==> src/rtl/bcd_pkg.sv <==
// Shared types and constants for the shift-and-add-3 binary-to-BCD converter.
package bcd_pkg;

  typedef enum logic {
    IDLE,
    CONVERT
  } state_e;

  localparam int unsigned DIGIT_W        = 4;
  localparam logic [3:0]  BLANK_CODE     = 4'hF;
  localparam logic [3:0]  ADD3_THRESHOLD = 4'd5;

endpackage

==> src/rtl/bcd_add3.sv <==
// Single-digit double-dabble correction: digits of 5 or more get +3 before the shift.
module bcd_add3
  import bcd_pkg::*;
(
  input  logic [DIGIT_W-1:0] digit_i,
  output logic [DIGIT_W-1:0] digit_o
);

  always_comb begin
    digit_o = digit_i;
    if (digit_i >= ADD3_THRESHOLD) digit_o = digit_i + 4'd3;
  end

endmodule

==> src/rtl/bcd_shift_converter.sv <==
// Iterative binary-to-BCD converter (double dabble) with valid/ready input and registered outputs.
// Optional leading-zero blanking: define BCD_LEADING_BLANK_EN.
module bcd_shift_converter
  import bcd_pkg::*;
#(
  parameter int unsigned WIDTH  = 8,
  parameter int unsigned DIGITS = 3
) (
  input  logic                    clk,
  input  logic                    btn_reset,
  input  logic [WIDTH-1:0]        bin_in,
  input  logic                    in_valid,
  output logic                    in_ready,
  output logic [4*DIGITS-1:0]     bcd_out,
  output logic                    out_valid
);

  localparam int unsigned SCR_W = DIGIT_W * DIGITS;
  localparam int unsigned SR_W  = SCR_W + WIDTH;
  localparam int unsigned CNT_W = $clog2(WIDTH + 1);
  localparam logic [CNT_W-1:0] LAST_ITER = CNT_W'(WIDTH - 1);

  if ((64'd10 ** DIGITS) <= ((64'd1 << WIDTH) - 64'd1)) begin : g_digits_check
    $error("bcd_shift_converter: DIGITS too small for WIDTH");
  end

  state_e            state_q, state_d;
  logic [SR_W-1:0]   sr_q, sr_d;
  logic [CNT_W-1:0]  cnt_q, cnt_d;
  logic              ready_q, ready_d;
  logic [SCR_W-1:0]  bcd_q, bcd_d;
  logic              valid_q, valid_d;

  logic [SCR_W-1:0]  scr_adj;
  logic [SR_W-1:0]   sr_shift;
  logic [SCR_W-1:0]  bcd_fmt;
  logic              accept;
  logic              last_iter;

  assign accept    = ready_q && in_valid && (state_q == IDLE);
  assign last_iter = (state_q == CONVERT) && (cnt_q == LAST_ITER);

  for (genvar g = 0; g < DIGITS; g++) begin : g_add3
    bcd_add3 u_add3 (
      .digit_i (sr_q[WIDTH + DIGIT_W*g +: DIGIT_W]),
      .digit_o (scr_adj[DIGIT_W*g +: DIGIT_W])
    );
  end

  assign sr_shift = {scr_adj, sr_q[WIDTH-1:0]} << 1;

  always_comb begin
    bcd_fmt = sr_shift[SR_W-1:WIDTH];
`ifdef BCD_LEADING_BLANK_EN
    begin
      logic lead;
      lead = 1'b1;
      // Walk from the top digit down; digit 0 always shows.
      for (int unsigned k = 1; k < DIGITS; k++) begin
        if (lead && (bcd_fmt[DIGIT_W*(DIGITS-k) +: DIGIT_W] == '0))
          bcd_fmt[DIGIT_W*(DIGITS-k) +: DIGIT_W] = BLANK_CODE;
        else
          lead = 1'b0;
      end
    end
`endif
  end

  always_ff @(posedge clk or negedge btn_reset) begin
    if (!btn_reset) begin
      state_q <= IDLE;
      sr_q    <= '0;
      cnt_q   <= '0;
      ready_q <= 1'b0;
      bcd_q   <= '0;
      valid_q <= 1'b0;
    end else begin
      state_q <= state_d;
      sr_q    <= sr_d;
      cnt_q   <= cnt_d;
      ready_q <= ready_d;
      bcd_q   <= bcd_d;
      valid_q <= valid_d;
    end
  end

  always_comb begin
    state_d = state_q;
    unique case (state_q)
      IDLE:    if (accept)    state_d = CONVERT;
      CONVERT: if (last_iter) state_d = IDLE;
    endcase
  end

  always_comb begin
    sr_d    = sr_q;
    cnt_d   = cnt_q;
    bcd_d   = bcd_q;
    valid_d = 1'b0;
    ready_d = (state_d == IDLE);
    if (accept) begin
      sr_d  = {{SCR_W{1'b0}}, bin_in};
      cnt_d = '0;
    end else if (state_q == CONVERT) begin
      sr_d  = sr_shift;
      cnt_d = cnt_q + CNT_W'(1);
      if (last_iter) begin
        bcd_d   = bcd_fmt;
        valid_d = 1'b1;
      end
    end
  end

  assign in_ready  = ready_q;
  assign bcd_out   = bcd_q;
  assign out_valid = valid_q;

endmodule

==> config.mk <==
export PLATFORM = sky130hd
export DESIGN_NAME = bcd_shift_converter
export DESIGN_NICKNAME = d
export VERILOG_FILES = /design/src/rtl/bcd_pkg.sv /design/src/rtl/bcd_add3.sv /design/src/rtl/bcd_shift_converter.sv
export SDC_FILE = /design/constraint.sdc
export NUM_CORES = 1
export LEC_CHECK = 0
export CORE_MARGIN = 2
export CORE_UTILIZATION = 45
export DETAILED_ROUTE_END_ITERATION = 8
export HOLD_SLACK_MARGIN = 0.12
export PLACE_DENSITY = 0.77
export SLEW_MARGIN = 10
export SYNTH_ARGS = -nofsm -noshare
export SYNTH_HDL_FRONTEND = slang
export SYNTH_SLANG_ARGS = --single-unit
==> constraint.sdc <==
create_clock -name clk -period 1.7 [get_ports clk]
set_input_delay 0.51 -clock clk [delete_from_list [all_inputs] [get_ports clk]]
set_output_delay 0.51 -clock clk [all_outputs]
set_load 0.01 [all_outputs]
==> results of run 1 <==
-- final timing paths --
path / from / end / slack, ns / cells past startpoint
max: sr_q[12] / bcd_out[6] / 0.12 / 6
min: btn_reset / sr_q[15] / 0.17 / 2
max reg2reg: sr_q[12] / bcd_out[6] / 0.12 / 6
min reg2reg: bcd_out[1] / bcd_out[1] / 0.48 / 2
max in group asynchronous: btn_reset / bcd_out[4] / 1.34 / 2
min in group clk: bcd_out[1] / bcd_out[1] / 0.48 / 2
-- stage by stage --
step | hold slack [ns] | total power [mW] | instance area, sq um | setup WS [ns] | cells
5_1_grt | 0.175 | 4.43 | 2240 | -0.0102 | 255
3_5_place_dp | 0.468 | 3.35 | 2110 | 0.0148 | 245
4_1_cts | 0.163 | 4.08 | 2220 | 0.00132 | 254
6_report | 0.167 | 4.07 | 2240 | 0.123 | 255
2_1_floorplan | 0.214 | 2.74 | 1780 | 0.251 | 174
3_3_place_gp | 0.460 | 3.30 | 2110 | 0.0672 | 245
-- cell usage in the layout, fill, tap and decap left out, types with 2 or more instances in the layout --
master | synthesis | routed
sky130_fd_sc_hd__a21oi_1 | 7 | 6
sky130_fd_sc_hd__a21oi_2 | 3 | 4
sky130_fd_sc_hd__buf_12 | 0 | 2
sky130_fd_sc_hd__buf_4 | 1 | 5
sky130_fd_sc_hd__clkbuf_8 | 0 | 5
sky130_fd_sc_hd__clkdlybuf4s50_1 | 0 | 9
sky130_fd_sc_hd__dfrtp_1 | 39 | 39
sky130_fd_sc_hd__dlygate4sd2_1 | 0 | 10
sky130_fd_sc_hd__dlymetal6s2s_1 | 0 | 4
sky130_fd_sc_hd__ha_1 | 7 | 6
sky130_fd_sc_hd__inv_1 | 9 | 9
sky130_fd_sc_hd__mux2_2 | 2 | 2
sky130_fd_sc_hd__mux2i_1 | 7 | 7
sky130_fd_sc_hd__nand2_1 | 32 | 32
sky130_fd_sc_hd__nand2b_1 | 3 | 3
sky130_fd_sc_hd__nand3_1 | 7 | 7
sky130_fd_sc_hd__nor3b_1 | 5 | 5
sky130_fd_sc_hd__o21ai_0 | 16 | 16
sky130_fd_sc_hd__o21ai_1 | 15 | 15
sky130_fd_sc_hd__o22ai_1 | 5 | 5
sky130_fd_sc_hd__xnor2_1 | 3 | 3
sky130_fd_sc_hd__xor2_1 | 2 | 2
-- state kept, by name, summed over array words and instances (netlist names) --
name and cells:
cnt_q 4, state_q 1, bcd_out 12, out_valid 1
in_ready 1, sr_q 20
-- per-layer routing --
layer  track usage  wire length, um  vias up
met1         0.225             1560      612
met2         0.249             1460       16
met5             0                0        -
met3        0.0557               91        6
met4        0.0918               82        0
li1              -                -      666
-- report_power, final --
group | leakage [nW] | internal (mW) | total [mW] | switching, mW
clock network | 0.0581 | 0.437 | 0.771 | 0.335
registers | 0.503 | 1.30 | 1.59 | 0.289
logic | 0.580 | 0.817 | 1.71 | 0.896
-- repair_timing --
action                                  in CTS  in global routing
resized for setup                           10                  6
setup buffers                                1                  1
endpoints found under the setup margin      10                  8
pin swaps                                    0                  1
-- final cells by class --
| cell class | count | area [sq um] |
|---|---|---|
| clock inverters | 3 | 43.8 |
| repair buffers | 31 | 310 |
| flip-flops and latches | 39 | 976 |
| clock buffers | 5 | 68.8 |
| multi-input cells | 119 | 743 |
| inverters | 10 | 37.5 |
| well taps | 48 | 60.1 |
| fillers | 320 | 1500 |
-- worst max-delay path, stage by stage, from the launching register on --
cell,delay (ns)
sky130_fd_sc_hd__dfrtp_1,0.41
sky130_fd_sc_hd__inv_1,0.13
sky130_fd_sc_hd__ha_2,0.23
sky130_fd_sc_hd__nand2b_1,0.09
sky130_fd_sc_hd__a21oi_2,0.18
sky130_fd_sc_hd__mux2_4,0.32
sky130_fd_sc_hd__o21ai_1,0.12
-- cells by family (layout without fill, tap and decap cells) --
| kind of cell | count (synthesis) | count (layout) | share of synthesized area |
|---|---|---|---|
| compound gates | 46 | 46 | 0.139 |
| xor+xnor | 5 | 5 | 0.0246 |
| fa+ha+maj | 7 | 7 | 0.0492 |
| buf+inv | 16 | 49 | 0.0386 |
| flops | 39 | 39 | 0.548 |
| mux | 10 | 10 | 0.0604 |
| simple gates | 51 | 51 | 0.140 |
==> flow_summary.json, run 1 <==
{
  "status": "completed",
  "fp.dieW_um": 66.9,
  "cts_tree": "built",
  "fin_tns_setup_ns": 0,
  "maximum_root_to_sink_buffer_count": 2,
  "netlist.area_leader.share": 0.548,
  "worst_slew_margin_rel": 0.763,
  "tritoncts_num_sinks": 39,
  "synth_top_cells_by_count": "sky130_fd_sc_hd__dfrtp_1 (39), sky130_fd_sc_hd__nand2_1 (32), sky130_fd_sc_hd__o21ai_0 (16), sky130_fd_sc_hd__o21ai_1 (15), sky130_fd_sc_hd__inv_1 (9)",
  "netlist-cell-type-count": 25,
  "area.growth.synth_to_final_pct": 25.7,
  "wire_per_inst_um": 12.5,
  "htree_num_levels": 2,
  "clkTransAtPathRegs_ns": 0.08,
  "ir_drop_v": 0.00101,
  "final_layout_size_suffix_gt1_frac": 0.130,
  "cts_made_buffers": 5,
  "synth_top_cells_by_area": "sky130_fd_sc_hd__dfrtp_1 (55%), sky130_fd_sc_hd__nand2_1 (6.7%), sky130_fd_sc_hd__ha_1 (4.9%), sky130_fd_sc_hd__o21ai_0 (4.5%), sky130_fd_sc_hd__o21ai_1 (4.2%)",
  "globalRouteTotalUtil": 0.171,
  "fin_util": 0.598,
  "synth_area_leader_cell": "sky130_fd_sc_hd__dfrtp_1",
  "critPathKind": "reg -> reg",
  "ant_nets": 0,
  "post_synth_edffs": 0,
  "max_freq_mhz": 634,
  "floorplan.die_area_sq_um": 4480,
  "cp_data_required_time_ns": 1.92,
  "vias": 1300,
  "drv_slew": 0,
  "floorplan.initialDensity": 0.476,
  "placement.io_buffers": 24,
  "asyncSetResetFlopFracSynth": 1.00,
  "layout_min_cycle_time_ns": 1.58,
  "clk_root_buffer_cell": "sky130_fd_sc_hd__clkbuf_8",
  "synth-seq-area-share": 0.548,
  "critical_path.endpoint_type": "register",
  "timing.hold.worst.class": "in -> async",
  "route.final.wire_length_um": 3190,
  "floorplan.io_pins": 25,
  "mappedNetlistNets": 192,
  "hold_buffers": 0,
  "netlist_instances": 174,
  "grt_overflow_total": 0,
  "timing.critical_path.from_type": "register",
  "power_per_cell_area_nw_per_um2": 1820,
  "fp-row-count": 22,
  "period_share": 0.928,
  "clk_latency_ns": 0.30,
  "yosys_warnings": 0,
  "hold_viol_final": 0,
  "postSynth.topFlopCell": "sky130_fd_sc_hd__dfrtp_1",
  "post_synth.cell_area_avg_sq_um": 10.2,
  "syn-cell-area_sq_um": 1780,
  "critPathArrivalTime_ns": 1.80,
  "antenna-diode-count": 0,
  "worst_slew_pin_slew_ns": 0.355,
  "antenna_found_initial": 0,
  "drv.max_cap_violation_count": 0,
  "synth_most_common_cell": "sky130_fd_sc_hd__dfrtp_1",
  "floorplan.core_area_sq_um": 3740,
  "grt_start_max_net_pins": 40,
  "die_height_um": 66.9,
  "drt_first_pass_iters": 4,
  "cp_max_fo": 5,
  "grt_pass1_wl_um": 5500,
  "drcViolationCount": 0,
  "via_count_of_the_first_global_routing_pass": 1158,
  "postSynthRegisterBits": 39,
  "route.detailed.vias_per_inst": 5.10,
  "leakagePower_nw": 1.14,
  "gp_congestion": 0.814,
  "1st_iter_drt_viols": 125,
  "finish.net_count": 224,
  "hpwl_um": 2200,
  "final_setup_violation_count": 0,
  "timing.clock.skew_ns": 0.0103
}
No activity file was read; power rests on OpenSTA's default activity.
==> run 2, diff against run 1 <==
--- a/config.mk
+++ b/config.mk
@@ -8,8 +8,10 @@
 export CORE_MARGIN = 2
 export CORE_UTILIZATION = 45
 export DETAILED_ROUTE_END_ITERATION = 8
+export DONT_BUFFER_PORTS = 1
+export GPL_ROUTABILITY_DRIVEN = 0
 export HOLD_SLACK_MARGIN = 0.12
-export PLACE_DENSITY = 0.77
+export PLACE_DENSITY = 0.69
 export SLEW_MARGIN = 10
 export SYNTH_ARGS = -nofsm -noshare
 export SYNTH_HDL_FRONTEND = slang
==> run 2 against run 1 <==
Compared with the run above:
- combinational power fell by 15%
- fmax is 1.4% lower
- non-clock buffer count fell by 25
- worst hold slack better by 0.20 ns
- highest routed layer unchanged
- sequential share of layout area rose by 5.8 points
- final area is 12% lower
- clock skew down 0.0050 ns
- register-to-register slack got worse by 0.02 ns
- die area unchanged
- largest cell class unchanged
==> flow_summary.json, run 2 (synthesized netlist as in run 1, its figures left out) <==
{
  "layout.cells.most_common": "sky130_fd_sc_hd__dfrtp_1",
  "clk_latency_ns": 0.28,
  "hpwl_um": 2360,
  "rsz_0062_raised_after_global_routing": "false",
  "final_cell_mix": "sky130_fd_sc_hd__dfrtp_1 (39), sky130_fd_sc_hd__nand2_1 (32), sky130_fd_sc_hd__o21ai_0 (16), sky130_fd_sc_hd__o21ai_1 (15), sky130_fd_sc_hd__inv_1 (9)",
  "route.final.wire_length_um": 3270,
  "cp_max_fo": 5,
  "fin_util": 0.528,
  "area.growth.synth_to_final_pct": 11.0,
  "hold-worst-slack_ns": 0.366,
  "slowest_stage_cell_cp": "sky130_fd_sc_hd__dfrtp_1",
  "hold_viol_final": 0,
  "timing.critical_path.from_type": "register",
  "worst_slew_margin_rel": 0.752,
  "top_register": "sr_q",
  "drv.max_cap_violation_count": 0,
  "globalRouteTotalUtil": 0.172,
  "route.detailed.vias_per_inst": 5.43,
  "multi_input_area_sq_um": 743,
  "antenna_found_initial": 0,
  "timing.hold.worst.class": "in -> reg",
  "clk_root_buffer_cell": "sky130_fd_sc_hd__clkbuf_8",
  "layout_min_cycle_time_ns": 1.60,
  "cts_made_buffers": 5,
  "critPathKind": "reg -> reg",
  "antenna-diode-count": 0,
  "vias": 1248,
  "clkTransAtPathRegs_ns": 0.07,
  "grt_overflow_total": 0,
  "timing.clock.skew_ns": 0.00526,
  "drt_first_pass_iters": 4,
  "fp-row-count": 22,
  "final_layout_size_suffix_gt1_frac": 0.126,
  "cp_data_required_time_ns": 1.91,
  "fin_tns_setup_ns": 0,
  "tritoncts_num_sinks": 39,
  "num-fill-cells": 356,
  "worst_slew_pin_slew_ns": 0.371,
  "fp.dieW_um": 66.9,
  "status": "completed",
  "floorplan.core_area_sq_um": 3740,
  "grt_start_max_net_pins": 40,
  "1st_iter_drt_viols": 90,
  "placement.io_buffers": 0,
  "seqCellArea_sq_um": 976,
  "critPathArrivalTime_ns": 1.81,
  "max_freq_mhz": 626,
  "drv_slew": 0,
  "cts_tree": "built",
  "critical_path.endpoint_type": "register",
  "cp_cell_sequence": "inv_1 -> ha_2 -> nand2b_1 -> a21oi_2 -> mux2_4 -> o21ai_1",
  "post-cts-setup-buffers": 0,
  "max_ffs_per_register": 20,
  "ir_drop_v": 0.000804,
  "period_share": 0.940,
  "grt_pass1_wl_um": 5640,
  "ant_nets": 0,
  "leakagePower_nw": 0.938,
  "floorplan.initialDensity": 0.476,
  "finish.net_count": 199,
  "floorplan.io_pins": 25,
  "htree_num_levels": 2,
  "drcViolationCount": 0,
  "wire_per_inst_um": 14.2,
  "power_per_cell_area_nw_per_um2": 1910,
  "via_count_of_the_first_global_routing_pass": 1347,
  "final_setup_violation_count": 0,
  "floorplan.die_area_sq_um": 4480,
  "maximum_root_to_sink_buffer_count": 2,
  "die_height_um": 66.9,
  "max_stage_delay_ns": 0.41
}
## run 2: cell types whose count changed in the layout (fill, tap and decap cells not counted), sizes merged, moves of 2 or more
| cell | before | now |
|---|---|---|
| clkdlybuf4s50 | 9 | 0 |
| clkinv | 2 | 0 |
| clkbuf | 5 | 8 |
| buf | 8 | 5 |
| dlymetal6s2s | 4 | 0 |
| dlygate4sd2 | 10 | 0 |
## run 2: area by class of cell
cell class                 instances  share of cell area
clock buffer                       8              0.0506
timing repair buffer               6              0.0304
inverter                          10              0.0190
tap                               48              0.0304
multi-input combinational        119               0.376
sequential                        39               0.494
## run 2: worst paths after layout
kind                                start    endpoint  slack [ns]  cells after the start
min in group asynchronous       btn_reset  bcd_out[7]        0.68                      2
worst min-delay path             in_valid     sr_q[0]        0.37                      2
worst max-delay path             sr_q[12]  bcd_out[6]        0.10                      6
worst max register to register   sr_q[12]  bcd_out[6]        0.10                      6
worst min register to register    sr_q[6]     sr_q[7]        0.48                      2
max in group asynchronous       btn_reset     state_q        0.83                      2
## run 2: per-stage QoR
stage	total power [mW]	instance area [sq um]	setup WS, ns	std cells
3_3_place_gp	2.99	1840	0.149	220
6_report	3.79	1980	0.102	230
5_1_grt	4.12	1980	0.00917	230
4_1_cts	3.80	1970	0.0549	230
3_5_place_dp	3.11	1840	0.0736	220
2_1_floorplan	2.74	1780	0.251	174
## run 2: power breakdown
group / leakage (nW) / switching [mW] / total [mW] / internal, mW
combinational: 0.383 / 0.819 / 1.45 / 0.630
clock: 0.0515 / 0.296 / 0.666 / 0.370
sequential: 0.503 / 0.369 / 1.67 / 1.30
total: 0.938 / 1.48 / 3.79 / 2.30
## run 2: worst max-delay path, delay by kind of cell (launching register included)
| family | cells | cell delay [ns] |
|---|---|---|
| simple gates | 1 | 0.09 |
| mux | 1 | 0.33 |
| fa+ha+maj | 1 | 0.25 |
| compound gates | 2 | 0.32 |
| buf+inv | 1 | 0.12 |
| flops | 1 | 0.41 |
## run 2: layer usage
metal  up-vias  routed length, um  global-route usage
met5         -                  0                   0
met4         0                 48              0.0663
met3         6                168              0.0541
met2        31               1650               0.309
met1       600               1400               0.187
li1        611                  -                   -
## run 2: what timing repair did
item                       in CTS  in global routing
resized for setup               0                  2
setup endpoints to repair       0                  4
hold buffers                    2                  0
hold endpoints to repair       39                  0
==> run 3, diff against run 2 <==
--- a/config.mk
+++ b/config.mk
@@ -5,6 +5,7 @@
 export SDC_FILE = /design/constraint.sdc
 export NUM_CORES = 1
 export LEC_CHECK = 0
+export CORE_ASPECT_RATIO = 0.6
 export CORE_MARGIN = 2
 export CORE_UTILIZATION = 45
 export DETAILED_ROUTE_END_ITERATION = 8
==> run 3 against run 2 <==
Compared with the run above:
- clock power fell by 0.8%
- largest power group unchanged
- highest routed layer unchanged
- total power grew 0.65%
- critical endpoint is now sr_q[14]
- final area shrank 0.32%
- sequential power barely moved
- critical path depth unchanged
- routed wire length grew 7.1%
- register-to-register slack is essentially flat
- clock-buffer cell count unchanged
==> flow_summary.json, run 3 (synthesized netlist as in run 1, its figures left out) <==
{
  "status": "completed",
  "floorplan.initialDensity": 0.479,
  "area.growth.synth_to_final_pct": 10.6,
  "top_register": "sr_q",
  "ir_drop_v": 0.000953,
  "vias": 1255,
  "report.power.total_mw": 3.81,
  "layout_setup_ws_ns": 0.0954,
  "drv.max_cap_violation_count": 0,
  "fp.dieW_um": 85.2,
  "clk_root_buffer_cell": "sky130_fd_sc_hd__clkbuf_8",
  "1st_iter_drt_viols": 73,
  "met1_length_um": 1650,
  "die_height_um": 52.7,
  "cp_data_required_time_ns": 1.91,
  "cp_max_fo": 5,
  "hpwl_um": 2460,
  "tritoncts_num_sinks": 39,
  "drv_slew": 0,
  "max_freq_mhz": 623,
  "clk_latency_ns": 0.28,
  "met2_wirelength_um": 1640,
  "post-cts-setup-buffers": 0,
  "ant_nets": 0,
  "period_share": 0.944,
  "leakagePower_nw": 0.933,
  "floorplan.die_area_sq_um": 4500,
  "route.detailed.vias_per_inst": 5.50,
  "max_ffs_per_register": 20,
  "critical_path.endpoint_type": "register",
  "htree_num_levels": 2,
  "clkTransAtPathRegs_ns": 0.07,
  "timing.hold.worst.class": "in -> reg",
  "timing.critical_path.from_type": "register",
  "worst_slew_pin_slew_ns": 0.399,
  "floorplan.core_area_sq_um": 3720,
  "final_layout_size_suffix_gt1_frac": 0.133,
  "power_per_cell_area_nw_per_um2": 1930,
  "antenna-diode-count": 0,
  "maximum_root_to_sink_buffer_count": 2,
  "fin_tns_setup_ns": 0,
  "grt_pass1_wl_um": 5980,
  "fp-row-count": 17,
  "globalRouteTotalUtil": 0.176,
  "wire_per_inst_um": 15.4,
  "finish.net_count": 198,
  "drcViolationCount": 0,
  "critPathKind": "reg -> reg",
  "layout.cells.most_common": "sky130_fd_sc_hd__dfrtp_1",
  "place_worst_setup_slack_ns": 0.104,
  "worst_slew_margin_rel": 0.733,
  "cts_tree": "built",
  "floorplan.io_pins": 25,
  "drt_first_pass_iters": 4,
  "hold_viol_final": 0,
  "grt_overflow_total": 0,
  "antenna_found_initial": 0,
  "final_setup_violation_count": 0,
  "placement.io_buffers": 0,
  "topRoutingLayerUsed": "met4",
  "critPathArrivalTime_ns": 1.81,
  "layout_min_cycle_time_ns": 1.60,
  "via_count_of_the_first_global_routing_pass": 1301,
  "timing.clock.skew_ns": 0.00642,
  "final_cell_mix": "sky130_fd_sc_hd__dfrtp_1 (39), sky130_fd_sc_hd__nand2_1 (32), sky130_fd_sc_hd__o21ai_0 (16), sky130_fd_sc_hd__o21ai_1 (15), sky130_fd_sc_hd__inv_1 (8)",
  "grt_start_max_net_pins": 40,
  "cts_made_buffers": 5,
  "rsz_0062_raised_after_global_routing": "false",
  "dr_wl_met3_um": 166,
  "route.final.wire_length_um": 3500
}
==> run 3: cell count changes in the layout (fill, tap and decap cells not counted), sizes merged <==
cell,delta
buf,-1
==> run 3: cell type report <==
| type | count | area (sq um) |
|---|---|---|
| inverters | 10 | 37.5 |
| well taps | 47 | 58.8 |
| flip-flops and latches | 39 | 976 |
| repair buffers | 5 | 52.6 |
| multi-input cells | 119 | 746 |
| clock buffers | 8 | 100 |
| fillers | 322 | 1750 |
==> run 3: metrics by stage <==
step / instances / cell area (sq um) / hold slack, ns / utilization
6_report: 228 / 1970 / 0.392 / 0.529
3_5_place_dp: 218 / 1830 / 0.215 / 0.492
3_3_place_gp: 218 / 1830 / 0.216 / 0.492
4_1_cts: 228 / 1960 / 0.377 / 0.527
2_1_floorplan: 174 / 1780 / 0.214 / -
5_1_grt: 228 / 1970 / 0.398 / 0.529
==> run 3: final timing paths <==
| check | from | end | slack, ns | cells past startpoint |
|---|---|---|---|---|
| max | sr_q[12] | sr_q[14] | 0.1 | 6 |
| min | in_valid | sr_q[0] | 0.39 | 2 |
| max reg2reg | sr_q[12] | sr_q[14] | 0.1 | 6 |
| min reg2reg | sr_q[3] | sr_q[4] | 0.48 | 2 |
| max in group asynchronous | btn_reset | sr_q[1] | 0.83 | 2 |
| min in group asynchronous | btn_reset | cnt_q[1] | 0.69 | 2 |
==> run 3: power breakdown <==
| group | leakage (nW) | total, mW | switching [mW] | internal, mW |
|---|---|---|---|---|
| Combinational | 0.378 | 1.46 | 0.835 | 0.626 |
| Sequential | 0.503 | 1.69 | 0.386 | 1.30 |
| Clock | 0.0515 | 0.661 | 0.291 | 0.370 |
| Total | 0.933 | 3.81 | 1.51 | 2.30 |
==> run 3: what timing repair did <==
| action | CTS | global route |
|---|---|---|
| setup endpoints to repair | 0 | 5 |
| resized for setup | 0 | 4 |
| hold endpoints to repair | 39 | 0 |
| hold buffers | 2 | 0 |
==> run 3: per-layer routing <==
layer | global-route usage | vias up
li1 | - | 603
met3 | 0.0583 | 12
met2 | 0.284 | 31
met4 | 0.0741 | 0
met1 | 0.219 | 609
met5 | 0 | -
==> run 3: critical path, cell delays in order, from the launching register on <==
cell	delay (ns)
sky130_fd_sc_hd__dfrtp_1	0.39
sky130_fd_sc_hd__inv_1	0.12
sky130_fd_sc_hd__ha_2	0.24
sky130_fd_sc_hd__nand2b_1	0.11
sky130_fd_sc_hd__a21oi_2	0.22
sky130_fd_sc_hd__mux2_4	0.32
sky130_fd_sc_hd__o21ai_1	0.13
